==> src/rtl/riscv_pkg.sv <==
`default_nettype none
// ============================================================================
// Module      : riscv_pkg
// Description : Shared RV32 constants, IF/ID record type and address helpers.
// Revision    : 1.0 - initial release
// ============================================================================
package riscv_pkg;

    localparam int XLEN = 32;

    localparam logic [XLEN-1:0] C_NOP_INSTR   = 32'h0000_0013;
    localparam logic [XLEN-1:0] C_RESET_PC    = 32'h0000_0000;
    localparam logic [XLEN-1:0] C_INSTR_BYTES = 32'd4;

    typedef struct packed {
        logic            valid;
        logic [XLEN-1:0] instr;
        logic [XLEN-1:0] pc;
        logic [XLEN-1:0] pc4;
    } if_id_t;

    function automatic logic is_misaligned(input logic [1:0] low_bits);
        return low_bits != 2'b00;
    endfunction

    function automatic logic [XLEN-1:0] word_align(input logic [XLEN-1:0] addr);
        return addr & ~(C_INSTR_BYTES - 32'd1);
    endfunction

endpackage
`default_nettype wire

==> src/rtl/pc_reg.sv <==
`default_nettype none
// ============================================================================
// Module      : pc_reg
// Description : Program counter with redirect > stall > advance next-PC mux.
// Revision    : 1.0 - initial release
// ============================================================================
module pc_reg
    import riscv_pkg::*;
#(
    parameter logic [XLEN-1:0] RESET_PC = C_RESET_PC
) (
    input  logic            clk,
    input  logic            reset,
    input  logic            stall,
    input  logic            redirect,
    input  logic [XLEN-1:0] target,
    output logic [XLEN-1:0] pc
);

    logic [XLEN-1:0] r_pc;
    logic [XLEN-1:0] w_pc_next;

    always_comb begin
        w_pc_next = r_pc;
        if (redirect) begin
            w_pc_next = target;
        end else if (!stall) begin
            // Natural 32-bit wrap past 32'hFFFF_FFFC is intended.
            w_pc_next = r_pc + C_INSTR_BYTES;
        end
    end

    always_ff @(posedge clk) begin
        if (reset) begin
            r_pc <= RESET_PC;
        end else begin
            r_pc <= w_pc_next;
        end
    end

    assign pc = r_pc;

endmodule
`default_nettype wire

==> src/rtl/fetch_stage.sv <==
`default_nettype none
// ============================================================================
// Module      : fetch_stage
// Description : RV32 instruction fetch with IF/ID register, misalign flag and
//               accepted-instruction counter.
// Revision    : 1.0 - initial release
// ============================================================================
module fetch_stage
    import riscv_pkg::*;
#(
    parameter logic [XLEN-1:0] RESET_PC  = C_RESET_PC,
    parameter logic [XLEN-1:0] NOP_INSTR = C_NOP_INSTR
) (
    input  logic            clk,
    input  logic            reset,
    output logic [XLEN-1:0] pc_o,
    input  logic [XLEN-1:0] instr_i,
    input  logic            stall_i,
    input  logic            redirect_i,
    input  logic [XLEN-1:0] redirect_pc_i,
    output logic            out_valid_o,
    output logic [XLEN-1:0] out_instr_o,
    output logic [XLEN-1:0] out_pc_o,
    output logic [XLEN-1:0] out_pc4_o,
    output logic            misalign_o,
    output logic [XLEN-1:0] fetch_cnt_o
);

    logic [XLEN-1:0] w_pc;
    logic [XLEN-1:0] w_target;
    logic            w_advance;
    if_id_t          r_ifid;
    logic            r_misalign;
    logic [XLEN-1:0] r_fetch_cnt;

    assign w_target  = word_align(redirect_pc_i);
    assign w_advance = !redirect_i && !stall_i;

    pc_reg #(
        .RESET_PC (RESET_PC)
    ) u_pc_reg (
        .clk      (clk),
        .reset    (reset),
        .stall    (stall_i),
        .redirect (redirect_i),
        .target   (w_target),
        .pc       (w_pc)
    );

    always_ff @(posedge clk) begin
        if (reset) begin
            r_ifid      <= '{valid: 1'b0, instr: NOP_INSTR, pc: '0, pc4: '0};
            r_misalign  <= 1'b0;
            r_fetch_cnt <= '0;
        end else if (redirect_i) begin
            // Squash the wrong-path slot but keep its address fields.
            r_ifid.valid <= 1'b0;
            r_ifid.instr <= NOP_INSTR;
            if (is_misaligned(redirect_pc_i[1:0])) begin
                r_misalign <= 1'b1;
            end
        end else if (w_advance) begin
            r_ifid.valid <= 1'b1;
            r_ifid.instr <= instr_i;
            r_ifid.pc    <= w_pc;
            r_ifid.pc4   <= w_pc + C_INSTR_BYTES;
            r_fetch_cnt  <= r_fetch_cnt + 32'd1;
        end
    end

    assign pc_o        = w_pc;
    assign out_valid_o = r_ifid.valid;
    assign out_instr_o = r_ifid.instr;
    assign out_pc_o    = r_ifid.pc;
    assign out_pc4_o   = r_ifid.pc4;
    assign misalign_o  = r_misalign;
    assign fetch_cnt_o = r_fetch_cnt;

endmodule
`default_nettype wire

==> config.mk <==
export PLATFORM = sky130hd
export DESIGN_NAME = fetch_stage
export DESIGN_NICKNAME = d
export VERILOG_FILES = /design/src/rtl/riscv_pkg.sv /design/src/rtl/pc_reg.sv /design/src/rtl/fetch_stage.sv
export SDC_FILE = /design/constraint.sdc
export NUM_CORES = 1
export LEC_CHECK = 0
export ABC_AREA = 1
export BUFFER_PORTS_ARGS = -buffer_cell sky130_fd_sc_hd__clkbuf_2
export CAP_MARGIN = 10
export CORE_UTILIZATION = 23
export DETAILED_ROUTE_END_ITERATION = 8
export PLACE_DENSITY = 0.41
export REMOVE_ABC_BUFFERS = 1
export SYNTH_ARGS = -nofsm -noshare
export SYNTH_HDL_FRONTEND = slang
export SYNTH_SLANG_ARGS = --single-unit
==> constraint.sdc <==
create_clock -name clk -period 1.82 [get_ports clk]
set_clock_uncertainty 0.2 [all_clocks]
set_input_delay 0.273 -clock clk [delete_from_list [all_inputs] [get_ports clk]]
set_output_delay 0.273 -clock clk [all_outputs]
set_load 0.05 [all_outputs]
==> summary.txt, run 1 <==
Outcome: completed
Largest net degree at the start of global routing: 44
Total grt overflow: 0
Startpoint type of the worst setup path: flip-flop
Distinct cells, synth: 38
Worst reg-to-reg setup slack: 0.13 ns
Critical Path End: pc_o[18]
Die area: 0.0310 sq mm
Register clock-pin slew on the reported worst setup and hold paths: 0.07 ns
Sequential share of the synthesized area: 44.8%
Die Height: 176 microns
Post-synth EDFFs: 0
Share of layout cells above drive strength 1: 28.2%
Fin crit period: 1.74 ns
Maxcap violations: 0
Global-route wire length before repair: 40100 microns
Post-synthesis async set-or-reset flop share: 0%
Worst hold slack: 0.0220 ns
GP Congestion: 0.777
Wire length per cell: 15.0 microns
Storage cell area: 0.00313 sq mm
CTS tree: built
Buffers on Ports: 223
Cells after Synth: 996
Max Freq: 0.575 GHz
Fillers: 3276
Total core area: 0.0297 sq mm
Slew Viols, Final: 0
P per Cell Area: 860 mW/mm^2
Starting Density: 23.5%
Maximum fanout along the worst path: 4
Clk buf depth: 2
Final cell count without fillers: 1718
Min-Delay Path Class: in2reg
Warnings from Yosys: 0
Clock root cell: clkbuf_16
Clock buffer count from CTS: 17
Yosys top cell area share: 44.8%
R2R depth: 7
H-tree Lvls: 4
DR pass1 iterations: 5
Post-route clock period utilization: 95.6%
Crit. Startpoint: u_pc_reg.pc[18]
Post-Route WL: 25700 microns
Lkg Pwr: 4.52 nW
Final net count: 1385
Peak VDD IR: 0.000560 V
Area contributors post-synth: dfxtp_1 (45%), nand2_1 (12%), nor2_1 (9.4%), a21oi_1 (6.5%), o21ai_0 (5.9%)
Arrival @ worst endpoint: 1.27 ns
Hold wc startpoint: redirect_pc_i[2]
Synth-to-layout area growth: 46.1%
Dpl hpwl: 19200 microns
Clk_lat worst skew: 0.43 ns
Final hold violations: 0
Most frequent cells in the layout: nand2_1 (228), clkbuf_2 (219), nor2_1 (161)
Syn Std Cell Area: 0.00698 sq mm
Leading area contributor after synthesis: dfxtp_1
Worst R2R End: u_pc_reg.pc[18]
Total instance count after detailed placement: 1631
Seq cells post-synth: 156
Worst Path Required: 1.35 ns
Commonest non-fill, non-tap cell in the layout: nand2_1
GRT Overall Usage: 17.0%
Die width: 176 microns
Vias per cell: 4.28
Area of the multi-input gates: 0.00334 sq mm
DRT iter0 DRCs: 289
Row count: 63
Worst reg2reg startpoint: u_pc_reg.pc[15]
CP Class: reg2out
Initial antenna violation count: 0
DRT antenna net count: 0
Avg Cell Area, Syn: 7.01 sq um
Endpoints failing setup: 0
Vias in the first global route: 7213
CTS sink cnt: 156
RSZ-0062 raised after global routing: yes
Number of I/O pins: 230
Antenna fix cells: 0
DR DRC count: 0
Dominant synthesized flop cell: dfxtp_1
Vias: 7352
CP endpoint kind: output pin
## synth_stat cells, types with 2 or more instances
master and n:
nand4_1 5, a31oi_1 8, nand2_2 6, ha_1 2, nor2_4 9, buf_6 2, buf_1 2, xnor2_1 2
nor2_2 6, inv_1 84, nor2_1 174, inv_2 2, nor3_2 2, clkbuf_1 27, xor2_1 9, dfxtp_1 156
o21a_1 3, nand2_1 229, nor3_1 4, nor2_8 2, a21oi_1 91, nand3_1 37, nand2_4 3, buf_2 11
o21ai_0 82, buf_4 7, o21ai_1 14, a22o_1 7
## how the worst min path moves through the flow
| stage | slack (ns) | depth (start not counted) | to |
|---|---|---|---|
| after global placement | 0.24 | 2 | misalign_o |
| final | 0.02 | 5 | u_pc_reg.pc[2] |
| after detailed placement | 0.24 | 2 | misalign_o |
| after CTS | 0.003 | 5 | u_pc_reg.pc[2] |
| after global routing | 0.03 | 2 | out_pc4_o[2] |
| after floorplan | 0.14 | 1 | fetch_cnt_o[28] |
## power breakdown
| group | switching [mW] | internal, mW |
|---|---|---|
| clock network | 1.58 | 2.21 |
| logic | 0.928 | 0.420 |
| registers | 0.0905 | 3.54 |
| total | 2.60 | 6.17 |
## worst max-delay path, stage by stage (launching register included)
cell	delay (ns)
dfxtp_1	0.41
buf_4	0.17
buf_2	0.26
## cell families (layout without fill, tap and decap cells)
kind of cell               Yosys count  count (layout)  share of synthesized area (%)
and+or+nand+nor                    483             483                           29.8
AOI/OAI and AO/OA                  206             206                           15.4
DFF                                156             156                           44.8
buffers and inverters              137             464                           8.19
xor gates and xnor gates            11              11                           1.38
adders and majority gates            2               2                          0.359
other                                1               6                         0.0537
## per-layer routing
| metal | vias up | track usage (%) | wire length (microns) |
|---|---|---|---|
| met2 | 183 | 28.1 | 11900 |
| li1 | 3811 | - | - |
| met1 | 3346 | 21.6 | 12100 |
| met3 | 12 | 5.04 | 1610 |
| met5 | - | 0 | 0 |
| met4 | 0 | 3.62 | 197 |
## stage by stage
step	setup WS [ns]	cell area [sq um]	TNS [ns]	power [mW]	util (%)
3_5_place_dp	0.0262	8980	0	4.97	30.2
4_1_cts	0.0189	10100	0	8.90	34.1
6_report	0.0794	10200	0	8.77	34.3
3_3_place_gp	0.0100	8980	0	4.97	30.2
2_1_floorplan	-0.586	6760	-15.36	4.45	-
5_1_grt	-0.00202	10200	-0.00241	9.18	34.3
## final cells by class
type | instances | area share, %
Clock inverter | 12 | 1.58
Multi-Input combinational cell | 708 | 32.8
Tap cell | 390 | 4.79
Timing Repair Buffer | 344 | 22.5
Sequential cell | 156 | 30.7
Inverter | 88 | 3.27
Clock buffer | 20 | 4.38
## what timing repair did
action	4_1_cts	5_1_grt
hold endpoints to repair	54	0
buffers inserted	0	0
pin swaps	0	0
endpoints found under the setup margin	1	37
hold buffers	55	0
gates resized for setup	1	23
No activity file was read; power rests on OpenSTA's default activity.
==> run 2, diff against run 1 <==
--- a/config.mk
+++ b/config.mk
@@ -10,8 +10,10 @@
 export CAP_MARGIN = 10
 export CORE_UTILIZATION = 23
 export DETAILED_ROUTE_END_ITERATION = 8
-export PLACE_DENSITY = 0.41
+export PLACE_DENSITY = 0.5
 export REMOVE_ABC_BUFFERS = 1
+export SETUP_SLACK_MARGIN = 0.5
 export SYNTH_ARGS = -nofsm -noshare
 export SYNTH_HDL_FRONTEND = slang
 export SYNTH_SLANG_ARGS = --single-unit
+export TNS_END_PERCENT = 30
==> summary.txt, run 2 (synthesis results as in run 1) <==
Worst reg2reg startpoint: u_pc_reg.pc[3] (was u_pc_reg.pc[15])
Clk buf depth: 2 (unchanged)
Maxcap violations: 0 (unchanged)
Final WS setup: 0.133 ns (was 0.0794 ns)
Endpoints failing setup: 0 (unchanged)
Global-route wire length before repair: 40500 microns (was 40100 microns)
Worst Path Required: 1.92 ns (was 1.35 ns)
DR DRC count: 0 (unchanged)
Worst R2R End: u_pc_reg.pc[11] (was u_pc_reg.pc[18])
Starting Density: 23.5% (unchanged)
Total core area: 0.0297 sq mm (unchanged)
Commonest non-fill, non-tap cell in the layout: nand2_1 (unchanged)
Failing checks: negative hold slack
GRT Overall Usage: 17.0% (about the same)
Die area: 0.0310 sq mm (unchanged)
Final net count: 1429 (was 1385)
CP endpoint kind: flip-flop (was output pin)
Min-Delay Path Class: in2reg (unchanged)
Hold Path Depth: 3 (was 5)
Worst slack, placed: -0.0552 ns (was 0.0262 ns)
CTS sink cnt: 156 (unchanged)
DR pass1 iterations: 4 (was 5)
GP Congestion: 0.833 (was 0.777)
DRT antenna net count: 0 (unchanged)
Fin crit period: 1.69 ns (was 1.74 ns)
Startpoint type of the worst setup path: flip-flop (unchanged)
Worst hold endpoint: out_instr_o[13] (was u_pc_reg.pc[2])
Worst hold slack: -0.00553 ns (was 0.0220 ns)
Final instance area: 0.0119 sq mm (was 0.0102 sq mm)
Peak VDD IR: 0.000548 V (was 0.000560 V)
DRT iter0 DRCs: 372 (was 289)
Placed Area: 0.00892 sq mm (was 0.00898 sq mm)
Slew Viols, Final: 0 (unchanged)
CP Class: reg2reg (was reg2out)
Post-route clock period utilization: 92.7% (was 95.6%)
Clock root cell: clkbuf_16 (unchanged)
P per Cell Area: 743 mW/mm^2 (was 860 mW/mm^2)
Final hold violations: 1 (was 0)
Total Power: 8.81 mW (was 8.77 mW)
Die width: 176 microns (unchanged)
Clock buffer count from CTS: 17 (unchanged)
Maximum fanout along the worst path: 5 (was 4)
CTS tree: built (unchanged)
Post-Route WL: 26700 microns (was 25700 microns)
Share of layout cells above drive strength 1: 39.6% (was 28.2%)
Register clock-pin slew on the reported worst setup and hold paths: 0.07 ns (about the same)
Clk_lat worst skew: 0.43 ns (about the same)
Dpl hpwl: 18600 microns (was 19200 microns)
Die Height: 176 microns (unchanged)
Final TNS setup: 0 ns (unchanged)
Vias in the first global route: 7374 (was 7213)
Hold wc startpoint: instr_i[13] (was redirect_pc_i[2])
Worst reg-to-reg setup slack: 0.13 ns (about the same)
Buffers on Ports: 223 (unchanged)
Initial antenna violation count: 1 (was 0)
Vias: 7633 (was 7352)
Lkg Pwr: 5.16 nW (was 4.52 nW)
Total grt overflow: 0 (unchanged)
Outcome: complete, but fails checks (was completed)
RSZ-0062 raised after global routing: yes (unchanged)
Synth-to-layout area growth: 70.0% (was 46.1%)
H-tree Lvls: 4 (unchanged)
Number of I/O pins: 230 (unchanged)
R2R depth: 9 (was 7)
Vias per cell: 4.33 (was 4.28)
Largest net degree at the start of global routing: 101 (was 44)
Most frequent cells in the layout: nand2_1 (206), clkbuf_2 (176), nor2_1 (140) (was nand2_1 (228), clkbuf_2 (219), nor2_1 (161))
Max Freq: 0.593 GHz (was 0.575 GHz)
Wire length per cell: 15.1 microns (was 15.0 microns)
Row count: 63 (unchanged)
Arrival @ worst endpoint: 1.79 ns (was 1.27 ns)
==> run 2: cell count changes in the layout (fill, tap and decap cells not counted), sizes merged <==
cell	change
clkinvlp	+1
clkbuf	-18
diode	+2
nor2	+1
dlygate4sd3	-1
clkinv	+1
bufinv	-1
inv	-1
buf	+62
==> run 2: repair_timing <==
item	CTS	global route
endpoints found under the setup margin	239	258
pin swaps	17	58
endpoints found under the hold margin	53	0
hold buffers	54	0
gates cloned	1	0
resized for setup	181	242
buffers inserted	25	21
==> run 2: critical path: stages (launching register included) <==
cell     delay (ns)
dfxtp_2        0.36
buf_6          0.12
nand2_4        0.04
nor2_4         0.17
nand2_4        0.13
nor2_4         0.20
buf_6          0.13
a21oi_2        0.05
o21ai_2        0.07
a21oi_1        0.08
==> run 2: worst max path at each step <==
stage	startpoint	slack (ns)	end
4_1_cts	u_pc_reg.pc[3]	0.12	out_pc4_o[30]
3_5_place_dp	redirect_i	-0.06	fetch_cnt_o[15]
2_1_floorplan	redirect_i	-0.59	fetch_cnt_o[30]
5_1_grt	u_pc_reg.pc[2]	0.01	u_pc_reg.pc[15]
3_3_place_gp	redirect_i	-0.07	fetch_cnt_o[15]
6_report	u_pc_reg.pc[3]	0.13	u_pc_reg.pc[11]
==> run 2: cell type report <==
type	count	area, sq um
Antenna cell	2	5.00
Clock buffer	20	447
Clock inverter	12	139
Fill cell	3024	17900
Inverter	88	333
Multi-Input combinational cell	709	3760
Sequential cell	156	3260
Tap cell	390	488
Timing Repair Buffer	387	3420
==> run 2: power breakdown <==
group | internal, mW | total (mW) | switching [mW]
clock | 2.07 | 3.64 | 1.57
sequential | 3.52 | 3.62 | 0.107
combinational | 0.581 | 1.55 | 0.966
==> run 2: through the flow <==
stage	utilization, %	std cells	hold slack, ns
5_1_grt	39.9	1763	0.0138
3_3_place_gp	30.0	1629	0.239
3_5_place_dp	30.0	1629	0.247
2_1_floorplan	-	952	0.142
4_1_cts	37.1	1741	0.00226
6_report	39.9	1764	-0.00553
==> run 2: per-layer routing <==
layer | GRT usage [%] | part of all wire [%]
met5 | 0 | 0
met3 | 4.89 | 7.5
met2 | 28.4 | 49
met1 | 21.5 | 43
met4 | 3.95 | 0.78
==> run 3, diff against run 2 <==
--- a/config.mk
+++ b/config.mk
@@ -8,6 +8,7 @@
 export ABC_AREA = 1
 export BUFFER_PORTS_ARGS = -buffer_cell sky130_fd_sc_hd__clkbuf_2
 export CAP_MARGIN = 10
+export CORE_MARGIN = 3
 export CORE_UTILIZATION = 23
 export DETAILED_ROUTE_END_ITERATION = 8
 export PLACE_DENSITY = 0.5
==> summary.txt, run 3 (synthesis results as in run 1) <==
Endpoints failing setup: 0 (unchanged)
GRT Overall Usage: 16.4% (was 17.0%)
Vias per cell: 4.42 (was 4.33)
Antenna fix cells: 0 (was 2)
R2R depth: 9 (unchanged)
RSZ-0062 raised after global routing: yes (unchanged)
CP Class: reg2out (was reg2reg)
Die width: 180 microns (was 176 microns)
Die Height: 180 microns (was 176 microns)
Slew Viols, Final: 0 (unchanged)
Peak VDD IR: 0.000616 V (was 0.000548 V)
Vias: 7779 (was 7633)
Clk buf depth: 2 (unchanged)
Total Power: 9.06 mW (was 8.81 mW)
Wire length per cell: 15.7 microns (was 15.1 microns)
Startpoint type of the worst setup path: flip-flop (unchanged)
Buffers on Ports: 223 (unchanged)
DR pass1 iterations: 4 (unchanged)
Hold Path Depth: 5 (was 3)
Vias in the first global route: 7589 (was 7374)
Placed Area: 0.00891 sq mm (was 0.00892 sq mm)
Crit. Startpoint: u_pc_reg.pc[2] (was u_pc_reg.pc[3])
DRT iter0 DRCs: 358 (was 372)
Commonest non-fill, non-tap cell in the layout: nand2_1 (unchanged)
Final TNS setup: 0 ns (unchanged)
Total grt overflow: 0 (unchanged)
Post-Route WL: 27500 microns (was 26700 microns)
H-tree Lvls: 4 (unchanged)
Number of I/O pins: 230 (unchanged)
DR DRC count: 0 (unchanged)
CTS sink cnt: 156 (unchanged)
Register clock-pin slew on the reported worst setup and hold paths: 0.06 ns (was 0.07 ns)
Max Freq: 0.606 GHz (was 0.593 GHz)
Worst Path Required: 1.35 ns (was 1.92 ns)
Worst reg2reg startpoint: u_pc_reg.pc[3] (unchanged)
Clock root cell: clkbuf_16 (unchanged)
Clk_lat worst skew: 0.43 ns (about the same)
Worst hold slack: 0.0120 ns (was -0.00553 ns)
Maxcap violations: 0 (unchanged)
Fillers: 2999 (was 3024)
Total core area: 0.0298 sq mm (was 0.0297 sq mm)
Post-route clock period utilization: 90.7% (was 92.7%)
Core Util, Final: 41.2% (was 39.9%)
Starting Density: 23.4% (was 23.5%)
Hold wc startpoint: redirect_pc_i[21] (was instr_i[13])
Largest net degree at the start of global routing: 51 (was 101)
Fin crit period: 1.65 ns (was 1.69 ns)
Final hold violations: 0 (was 1)
Outcome: completed (was complete, but fails checks)
Lkg Pwr: 5.25 nW (was 5.16 nW)
CTS tree: built (unchanged)
Most frequent cells in the layout: nand2_1 (195), clkbuf_2 (166), nor2_1 (132) (was nand2_1 (206), clkbuf_2 (176), nor2_1 (140))
DRT antenna net count: 0 (unchanged)
Clock buffer count from CTS: 17 (unchanged)
Die area: 0.0325 sq mm (was 0.0310 sq mm)
Arrival @ worst endpoint: 1.18 ns (was 1.79 ns)
CP endpoint kind: output pin (was flip-flop)
Min-Delay Path Class: in2reg (unchanged)
Row count: 63 (unchanged)
Dpl hpwl: 19600 microns (was 18600 microns)
P per Cell Area: 738 mW/mm^2 (was 743 mW/mm^2)
Maximum fanout along the worst path: 3 (was 5)
GP Congestion: 0.836 (was 0.833)
Initial antenna violation count: 0 (was 1)
Final net count: 1425 (was 1429)
Share of layout cells above drive strength 1: 41.7% (was 39.6%)
Synth-to-layout area growth: 75.9% (was 70.0%)
Global-route wire length before repair: 42400 microns (was 40500 microns)
Final instance area: 0.0123 sq mm (was 0.0119 sq mm)
[run 3: changes by cell type in the layout (fill, tap and decap cells not counted), sizes merged, moves of 2 or more]
| cell | delta |
|---|---|
| clkbuf | +9 |
| diode | -2 |
| clkinvlp | -3 |
| clkinv | +2 |
| dlygate4sd3 | -3 |
| buf | -8 |
[run 3: stage by stage]
step	worst slack, ns	cells
5_1_grt	0.113	1758
2_1_floorplan	-0.586	952
3_5_place_dp	-0.0213	1625
6_report	0.170	1758
4_1_cts	0.182	1748
3_3_place_gp	-0.0148	1625
[run 3: path summary, 6_finish.rpt]
kind / endpoint / slack (ns)
max: pc_o[2] / 0.17
min: u_pc_reg.pc[21] / 0.01
max reg2reg: u_pc_reg.pc[21] / 0.17
min reg2reg: misalign_o / 0.25
[run 3: power by group]
part / internal (mW) / leakage [nW] / switching [mW]
clock network: 2.29 / 0.304 / 1.58
logic: 0.595 / 3.64 / 0.971
registers: 3.51 / 1.31 / 0.112
[run 3: what timing repair did]
| action | CTS | global route |
|---|---|---|
| endpoints found under the hold margin | 50 | 0 |
| cloned | 1 | 0 |
| endpoints found under the setup margin | 242 | 251 |
| buffers inserted | 39 | 10 |
| hold buffers | 51 | 0 |
| pin swaps | 30 | 46 |
| gates resized for setup | 293 | 175 |
[run 3: per-layer routing]
metal  vias to the layer above  track usage [%]  wire [microns]
met5                         -                0               0
met4                         0             3.72             323
met3                        24             5.29            2130
met2                       240             27.6           13000
met1                      3610             20.6           12100
li1                       3905                -               -
[run 3: layout make-up]
type / count / area, sq um / share of cell area (%)
clock buffer: 21 / 470 / 3.83
clock inverter: 11 / 159 / 1.29
inverter: 88 / 335 / 2.73
multi-input combinational: 708 / 3830 / 31.2
sequential: 156 / 3280 / 26.7
tap: 390 / 488 / 3.98
timing repair buffer: 384 / 3710 / 30.2
[run 3: critical path: stages, from the launching register on]
cell and delay (ns):
dfxtp_2 0.34, buf_6 0.12, buf_4 0.13, clkbuf_16 0.16
